[src/rtl/pipelined_addsub.sv]
// Pipelined WIDTH-bit adder/subtractor, one CHUNK-bit slice per stage, valid/ready streaming.
// Define PIPE_ADDSUB_FLAGS_EN to add the overflow and zero flag outputs.
module pipelined_addsub #(
  parameter  int WIDTH  = 32,
  parameter  int CHUNK  = 8,
  localparam int STAGES = WIDTH / CHUNK
) (
  input  logic             clk,
  input  logic             rst_n,
  input  logic             in_valid,
  output logic             in_ready,
  input  logic [WIDTH-1:0] a,
  input  logic [WIDTH-1:0] b,
  input  logic             sub,
  output logic             out_valid,
  input  logic             out_ready,
  output logic [WIDTH-1:0] sum,
  output logic             carry_out
`ifdef PIPE_ADDSUB_FLAGS_EN
  ,
  output logic             overflow,
  output logic             zero
`endif
);

  logic             advance;
  logic [WIDTH-1:0] b_eff;

  // The whole pipe moves or freezes as one unit, so bubbles keep their slots.
  assign advance  = !out_valid || out_ready;
  assign in_ready = advance;
  assign b_eff    = sub ? ~b : b;

  for (genvar k = 0; k < STAGES; k++) begin : stage
    localparam int UP = WIDTH - (k + 1) * CHUNK;

    logic                   v_in;
    logic                   c_in;
    logic [CHUNK-1:0]       a_sl;
    logic [CHUNK-1:0]       b_sl;
    logic [CHUNK:0]         part;
    logic [(k+1)*CHUNK-1:0] s_next;
    logic                   v_q;
    logic                   c_q;
    logic [(k+1)*CHUNK-1:0] s_q;

    if (k == 0) begin : src
      assign v_in   = in_valid;
      assign c_in   = sub;
      assign a_sl   = a[CHUNK-1:0];
      assign b_sl   = b_eff[CHUNK-1:0];
      assign s_next = part[CHUNK-1:0];
    end else begin : src
      assign v_in   = stage[k-1].v_q;
      assign c_in   = stage[k-1].c_q;
      assign a_sl   = stage[k-1].ops.a_q[CHUNK-1:0];
      assign b_sl   = stage[k-1].ops.b_q[CHUNK-1:0];
      assign s_next = {part[CHUNK-1:0], stage[k-1].s_q};
    end

    assign part = {1'b0, a_sl} + {1'b0, b_sl} + {{CHUNK{1'b0}}, c_in};

    always_ff @(posedge clk or negedge rst_n) begin
      if (!rst_n) begin
        v_q <= 1'b0;
        c_q <= 1'b0;
        s_q <= '0;
      end else if (advance) begin
        v_q <= v_in;
        c_q <= part[CHUNK];
        s_q <= s_next;
      end
    end

    // Only the operand slices still to be added are carried forward.
    if (k < STAGES - 1) begin : ops
      logic [UP-1:0] a_up;
      logic [UP-1:0] b_up;
      logic [UP-1:0] a_q;
      logic [UP-1:0] b_q;

      if (k == 0) begin : up_src
        assign a_up = a[WIDTH-1:CHUNK];
        assign b_up = b_eff[WIDTH-1:CHUNK];
      end else begin : up_src
        assign a_up = stage[k-1].ops.a_q[UP+CHUNK-1:CHUNK];
        assign b_up = stage[k-1].ops.b_q[UP+CHUNK-1:CHUNK];
      end

      always_ff @(posedge clk or negedge rst_n) begin
        if (!rst_n) begin
          a_q <= '0;
          b_q <= '0;
        end else if (advance) begin
          a_q <= a_up;
          b_q <= b_up;
        end
      end
    end

`ifdef PIPE_ADDSUB_FLAGS_EN
    logic am_in;
    logic bm_in;
    logic z_in;
    logic am_q;
    logic bm_q;
    logic z_q;

    if (k == 0) begin : flag_src
      assign am_in = a[WIDTH-1];
      assign bm_in = b_eff[WIDTH-1];
      assign z_in  = 1'b1;
    end else begin : flag_src
      assign am_in = stage[k-1].am_q;
      assign bm_in = stage[k-1].bm_q;
      assign z_in  = stage[k-1].z_q;
    end

    always_ff @(posedge clk or negedge rst_n) begin
      if (!rst_n) begin
        am_q <= 1'b0;
        bm_q <= 1'b0;
        z_q  <= 1'b0;
      end else if (advance) begin
        am_q <= am_in;
        bm_q <= bm_in;
        z_q  <= z_in && (part[CHUNK-1:0] == '0);
      end
    end
`endif
  end

  assign out_valid = stage[STAGES-1].v_q;
  assign sum       = stage[STAGES-1].s_q;
  assign carry_out = stage[STAGES-1].c_q;

`ifdef PIPE_ADDSUB_FLAGS_EN
  assign overflow = (stage[STAGES-1].am_q == stage[STAGES-1].bm_q) &&
                    (sum[WIDTH-1] != stage[STAGES-1].am_q);
  assign zero     = stage[STAGES-1].z_q;
`endif

endmodule

[config.mk]
export PLATFORM = sky130hd
export DESIGN_NAME = pipelined_addsub
export DESIGN_NICKNAME = d
export VERILOG_FILES = /design/src/rtl/pipelined_addsub.sv
export SDC_FILE = /design/constraint.sdc
export NUM_CORES = 1
export LEC_CHECK = 0
export CORE_MARGIN = 3
export CORE_UTILIZATION = 40
export DETAILED_ROUTE_END_ITERATION = 8
export GPL_ROUTABILITY_DRIVEN = 0
export GPL_TIMING_DRIVEN = 0
export MAX_ROUTING_LAYER = met4
export PLACE_DENSITY_LB_ADDON = 0.3
export SYNTH_ARGS = -nofsm -noshare
export SYNTH_HDL_FRONTEND = slang
export SYNTH_SLANG_ARGS = --single-unit
[constraint.sdc]
create_clock -name clk -period 2.25 [get_ports clk]
set_clock_uncertainty 0.15 [all_clocks]
set_input_delay 0.225 -clock clk [delete_from_list [all_inputs] [get_ports clk]]
set_output_delay 0.225 -clock clk [all_outputs]
set_load 0.005 [all_outputs]
Word-level counts from Yosys, hierarchy flattened
Index checks and enable logic that the tools add are counted.
{"block": "totals", "reg_bits": 184, "output_inout_bits": 35, "in_bits": 69}
{"block": "op_classes", "n_bitwise": 1, "addsub": 8, "reduce_logical": 2, "muxes": 1}
{"cell": "8-bit by 8-bit adder with 9-bit output", "count": 4}
{"cell": "9-bit by 1-bit adder with 9-bit output", "count": 4}
{"cell": "32-bit two-way mux", "count": 1}
{"cell": "32-bit NOT", "count": 1}
{"cell": "1-bit zero test", "count": 1}
{"cell": "1-bit logical OR", "count": 1}

Logic depth before layout (Yosys ltp)
Gate-level depths: netlist of the first run.
{"block": "logic_depth", "depth_word": 4, "ltp_mapped": 10, "mapped_depth_nobuf": 8}

Least setup slack after synthesis of the first run
OpenSTA, ideal clock, no wires.
{"block": "synth_path", "kind": "register to register", "startpoint": "register stage[2].c_q", "endpoint": "register stage[3].c_q, in the netlist carry_out", "t_arrival_ns": 1.986, "path_stages_with_launch": 8, "n_path_buf": 0, "path_slack_ns": -0.010, "t_required_ns": 1.977, "setup_ns": 0.123, "cell_sequence": "dfrtp_1 -> fa_1 -> fa_1 -> a21oi_1 -> o21ai_0 -> o31a_1 -> o21ai_0 -> a21oi_1"}
{"block": "synth_between", "elab_chain_len": 1}
{"element": "start: declaration", "line_no": "44", "source": "logic c_q;"}
{"element": "start signal: assignment", "line_no": "70", "source": "c_q <= part[CHUNK];"}
{"element": "9-bit by 1-bit adder with 9-bit output", "line_no": "61", "source": "assign part = {1'b0, a_sl} + {1'b0, b_sl} + {{CHUNK{1'b0}}, c_in};"}
{"element": "end signal: assignment", "line_no": "70"}
{"element": "end: declaration", "line_no": "44"}
Every way passes these cells.
A chain may end at the register's enable or synchronous reset.

Worst setup path after layout of the first run
Same ends and word-level chain as after synthesis.

==> summary.md, run 1 <==
| Metric | Value |
|---|---|
| Outcome | finished clean |
| H-tree depth | 4 |
| Die width | 150 um |
| Num rows | 51 |
| Worst VDD drop | 0.698 mV |
| Vias post-DR | 6345 |
| FF+latch count, synth | 184 |
| Synth cell types | 30 |
| Nets@finish | 1150 |
| Global-route wire length before repair | 31400 um |
| Met2 usage | a little under a third |
| Worst Path Required | approximately 2400 ps |
| Core Region | 19800 um2 |
| CP Launch Type | flop |
| GRT overflow | 0 |
| Clock Path Buffers | 2 |
| Clk_lat worst skew | 430 ps |
| Fin cells | 1324 |
| Post-DRT Antenna Nets | 0 |
| CP Max Fanout | 2 |
| Area contributors post-synth | dfrtp_1 56%, nand2_1 20%, ha_1 4.2%, o21ai_0 3.8%, xnor2_1 3.4% |
| FILL cells | 1815 |
| Area Growth Syn to Fin | 27.0% |
| Via count of the first global-routing pass | between 6000 and 7000 |
| Power per cell area | 1380 nW/um2 |
| Area leader, netlist | dfrtp_1 |
| Fmax | 448 MHz |
| CTS Buf Count | 17 |
| Final Util | between 50 and 60% |
| Syn Area/Cell | ~9.0 um2 |
| PortBufs | 102 |
| Rel. slew slack | 52.2% |
| I/O Pins | 104 |
| Register area share after synthesis | 55.8% |
| RSZ-0062 raised after global routing | true |
| Global Route Usage Sum | 18.5% |
| Crit share post-route | between 90 and 100% |
| Mapped cell area | between 8000 and 9000 um2 |
| Syn Inst Count | 914 |
| Largest net degree at the start of global routing | 102 |
| Antenna violations before repair | 0 |
| Drt pass-1 iters | 4 |
| Initial Util | between 40% and 50% |
| Tightest Pin Transition | 717 ps |
| GRT Max-Usage Layer | met2 |
| Critical Path End Type | flop |
| Leakage power | 0.00502 uW |
| Layout cells sized above 1 | 8.12% |
| Tmin final | 2230 ps |
| Placed Cells | roughly 1300 |
| CTS tree | done |
| Met3 Use GR | between 2 and 3% |
| Reg clk slew, reported paths | 70 ps |
| Via/cell ratio | 4.79 |
| YS warnings | 0 |
| Hold Path Class | primary input to flop |
| Slew Viols, Final | 0 |
| Ant diodes | 0 |
| CTS root buf | clkbuf_16 |
| Met1 Usage GRT | roughly 24% |
| Die height | 150 um |
| Die area | 22400 um2 |
| Setup violations, final | 0 |
| Routed wire length | 19100 um |
| Crit path arrival time | 2400 ps |
| Crit Path Class | flop to flop |
| Final hold violation count | 0 |
| Initial drt markers | 333 |
| Max_cap viols | 0 |
| Top cell type's share of synthesized area | a little under three fifths |
| Syn Nets | roughly 1000 |
| WL/cell | 14.4 um |
| # DRC | 0 |
| DPL Wire Length | 13500 um |
| Total clock sinks | ~180 |
[cells in the mapped netlist]
cell type	instances
inv_1	9
xor2_1	16
o2111ai_1	1
buf_1	4
nor3_1	3
o21a_1	8
a21oi_1	21
o31a_1	5
nand2b_1	4
a211oi_1	8
o21ai_0	63
nor2_1	20
fa_1	7
buf_2	17
xnor2_1	32
a31oi_1	4
o211ai_1	3
ha_1	28
nand2_1	437
and3_1	1
a21o_1	5
clkbuf_1	24
o21ai_1	1
nand3_1	2
dfrtp_1	184
nor2b_1	1
nor2b_4	1
o31ai_1	3
inv_2	1
mux2i_1	1
[kinds of logic (layout without fill, tap and decap cells)]
logic type / count (synthesis) / in the layout / synth area share (%)
compound gates: 122 / 122 / 8.55
xor+xnor: 48 / 48 / 5.10
fa+ha+maj: 35 / 35 / 5.94
buf+inv: 55 / 200 / 2.76
flops: 184 / 184 / 55.8
mux: 1 / 1 / 0.121
simple gates: 469 / 469 / 21.7
[flip-flops by register name, summed over array words and instances (netlist names)]
name           cells
sum               32
stage.v_q          3
stage.c_q          3
stage.s_q         48
carry_out          1
stage.ops.b_q     48
out_valid          1
stage.ops.a_q     48
[metal layers]
metal / vias to the layer above / routed length [um]
met4: 0 / 233
met2: 125 / 9380
li1: 3176 / -
met3: 16 / 742
met5: - / 0
met1: 3028 / 8770
[timing repair]
item                                    CTS  global route
pin swaps                                 5            13
endpoints found under the setup margin    8            14
gates resized for setup                  21            17
hold buffers                              1             0
cloned                                    0             0
buffers inserted                          5             5
endpoints found under the hold margin    83             0
[final timing paths]
path | to | cells after the start | from | slack, ps
max reg2reg | carry_out | 7 | stage[2].c_q | 20
max | carry_out | 7 | stage[2].c_q | 20
min in group asynchronous | stage[0].ops.a_q[19] | 2 | rst_n | 220
min | stage[0].ops.b_q[23] | 3 | sub | 130
max in group asynchronous | stage[1].ops.b_q[8] | 3 | rst_n | 830
min reg2reg | sum[7] | 2 | sum[7] | 310
[layout by cell type, fill, tap and decap left out, types with 3 or more instances in the layout]
cell type	synthesis	routed
a211oi_1	8	5
clkdlybuf4s50_1	0	101
a21oi_2	0	4
buf_2	17	15
a21o_1	5	5
o211ai_1	3	3
buf_4	0	11
fa_2	0	7
nand2_1	437	437
o31a_1	5	5
bufinv_16	0	4
o21a_1	8	8
clkbuf_16	0	18
nand2b_1	4	4
nor2_1	20	20
clkinv_2	0	4
o21ai_0	63	56
clkbuf_1	24	22
dfrtp_1	184	184
xor2_1	16	16
a31oi_1	4	4
o21ai_2	0	3
inv_1	9	9
buf_1	4	4
clkinvlp_4	0	4
a21oi_1	21	17
o21ai_1	1	5
xnor2_1	32	32
ha_1	28	28
[area by class of cell]
type,count,area (um2),area share (%)
Timing Repair Buffer,114,1140,10.9
Inverter,10,40.0,0.382
Tap cell,265,332,3.16
Sequential cell,184,4600,44.0
Clock buffer,17,425,4.06
Clock inverter,15,199,1.90
Buffer,44,210,2.01
Multi-Input combinational cell,675,3530,33.7
[worst max-delay path, stage by stage, from the launching register on]
cell and delay, ps:
dfrtp_1 410, fa_2 420, fa_2 370, a21oi_2 180
o21ai_2 80, o31a_1 310, o21ai_1 120, a21oi_1 70
[stage by stage]
stage | area (um2) | total power, uW | setup TNS (ps) | worst slack (ps) | hold WS (ps)
2_1_floorplan | 8260 | 8930 | 0 | 7.73 | -221
3_3_place_gp | 9610 | 10800 | -1260810 | -6850 | 293
3_5_place_dp | 9640 | 10900 | -2760 | -481 | 116
4_1_cts | 10400 | 14300 | 0 | 3.40 | 148
5_1_grt | 10500 | 15600 | -106 | -46.9 | 139
6_report | 10500 | 14500 | 0 | 19.7 | 129
[report_power, final]
group / total [uW] / internal (uW) / switching, uW
Sequential: 5660 / 4790 / 866
Clock: 3160 / 1860 / 1300
Combinational: 5660 / 2610 / 3040
Total: 14500 / 9270 / 5210
No activity file was read; power rests on OpenSTA's default activity.
==> run 2: changes to the inputs <==
- HOLD_SLACK_MARGIN: unset -> 0.08
==> results of run 2 <==
Same layout as run 1: the final DEF is identical, and so are final timing and power.
==> run 3: changes to the inputs <==
- SKIP_LAST_GASP: unset -> 1
==> summary.md, run 3 (synthesis results as in run 1) <==
| Metric | Value |
|---|---|
| Outcome | finished clean |
| Clock Path Buffers | 2 |
| RSZ-0062 raised after global routing | true |
| Nets@finish | between 1000 and 1500 |
| Routed wire length | 19200 um |
| Regs by FF count | stage.ops.a_q x48, stage.ops.b_q x48, stage.s_q x48 |
| I/O Pins | 104 |
| Commonest non-fill, non-tap cell in the layout | nand2_1 |
| Power per cell area | between 1000 and 1500 nW/um2 |
| Crit path launch | stage[2].c_q |
| CTS tree | done |
| Rel. slew slack | 51.9% |
| Max_cap viols | 0 |
| Global-route wire length before repair | ~31000 um |
| FF-to-FF setup slack | 10 ps |
| Die height | between 100 and 150 um |
| Max stage delay cell, worst path | fa_2 |
| DPL Wire Length | around 14000 um |
| Via count of the first global-routing pass | 6317 |
| Worst reg2reg endpoint | carry_out |
| Drt pass-1 iters | 5 |
| # DRC | 0 |
| Ant diodes | 0 |
| Num rows | between 50 and 60 |
| Worst VDD drop | about 0.7 mV |
| Antenna violations before repair | 0 |
| Slowest Stage Delay on Critical Path | 430 ps |
| Slew Viols, Final | 0 |
| PortBufs | about 100 |
| Clk_lat worst skew | about 440 ps |
| Initial Util | 41.6% |
| Worst Path Required | 2420 ps |
| Setup violations, final | 0 |
| CP Depth | 7 |
| CP Cell Sequence | fa_2 -> fa_2 -> a21oi_2 -> o21ai_2 -> o31a_1 -> o21ai_1 -> a21oi_1 |
| Total Neg Setup Slack | 0 ps |
| Initial drt markers | 332 |
| GRT overflow | 0 |
| Tightest Pin Transition | roughly 720 ps |
| Most frequent CP cell | fa_2 |
| Crit path max-delay family | adder cells |
| Leakage power | 0.00502 uW |
| Crit share post-route | 99.4% |
| R2R depth | 7 |
| Reg clk slew, reported paths | 70 ps |
| Total clock sinks | 184 |
| Fmax | about 450 MHz |
| CP Launch Type | flop |
| Vias post-DR | about 6300 |
| Core Region | 19800 um2 |
| Hold Path Class | primary input to flop |
| CTS root buf | clkbuf_16 |
| Post-DRT Antenna Nets | 0 |
| Area Growth Syn to Fin | 26.9% |
| Via/cell ratio | 4.79 |
| Reg-to-Reg Start | stage[2].c_q |
| CP Buf/Inv Count | 0 |
| Final hold violation count | 0 |
| Most frequent cells in the layout | 437 x nand2_1, 184 x dfrtp_1, 101 x clkdlybuf4s50_1 |
| Global Route Usage Sum | ~18% |
| Layout cells sized above 1 | under 10% |
| FILL cells | ~1800 |
| Hold slack | 126 ps |
| Largest net degree at the start of global routing | approximately 100 |
| Crit path arrival time | 2410 ps |
| Tmin final | 2240 ps |
| WL/cell | approximately 14 um |
| CP Max Fanout | 2 |
| Die width | 150 um |
| Worst Setup EP | carry_out |
| Crit Path Class | flop to flop |
| Critical Path End Type | flop |
| CTS Buf Count | 17 |
| H-tree depth | 4 |
| Die area | 22400 um2 |
run 3: changes by cell type in the layout (fill, tap and decap cells not counted):
cell | previous run | this run
o21ai_2 | 3 | 2
o21ai_1 | 5 | 6
run 3: tightest hold or removal path: stages:
cell and delay, ps:
clkbuf_2 220, xnor2_1 140, o21ai_0 70
run 3: worst min path at each step:
stage / startpoint / end / slack, ps / depth (start not counted)
2_1_floorplan: rst_n / carry_out / -220 / 0
3_3_place_gp: stage[2].v_q / stage[2].v_q / 290 / 2
3_5_place_dp: rst_n / stage[0].ops.a_q[19] / 120 / 1
4_1_cts: sub / stage[0].ops.b_q[23] / 150 / 3
5_1_grt: sub / stage[0].ops.b_q[23] / 140 / 3
6_report: sub / stage[0].ops.b_q[23] / 130 / 3
run 3: area by class of cell:
| class | instances | area [um2] | share of cell area [%] |
|---|---|---|---|
| Buffer | 44 | 210 | 2.01 |
| Clock buffer | 17 | 425 | 4.06 |
| Clock inverter | 15 | 199 | 1.90 |
| Inverter | 10 | 40.0 | 0.382 |
| Multi-Input combinational cell | 675 | 3520 | 33.6 |
| Sequential cell | 184 | 4600 | 44.0 |
| Tap cell | 265 | 332 | 3.17 |
| Timing Repair Buffer | 114 | 1140 | 10.9 |
run 3: layer usage:
metal	GRT usage, %	wire length, um	vias to the layer above
met3	2.94	716	18
met5	-	0	-
met4	4.99	240	0
met2	30.1	9470	119
met1	24.1	8750	3023
li1	-	-	3176
run 3: stage by stage:
stage	total power, uW	cells	worst slack (ps)	instance area, um2	util [%]
after detailed placement	10900	1282	-481	9640	48.6
after global placement	10800	1281	-6850	9610	48.4
after floorplan	8930	914	7.73	8260	-
after CTS	14300	1319	-12.4	10400	52.2
final	14500	1324	14.1	10500	52.8
after global routing	15600	1324	-46.9	10500	52.8
run 3: report_power, final:
group	internal, uW	switching [uW]	total, uW	leakage, uW
combinational	2610	3040	5650	0.00250
clock	1860	1300	3160	0.000297
sequential	4790	867	5660	0.00222
run 3: repair_timing:
item                                    4_1_cts  5_1_grt
gates resized for setup                      20       17
gates cloned                                  0        0
hold endpoints to repair                     83        0
hold buffers                                  1        0
pin swaps                                     5       12
buffers inserted                              5        5
endpoints found under the setup margin        8       14
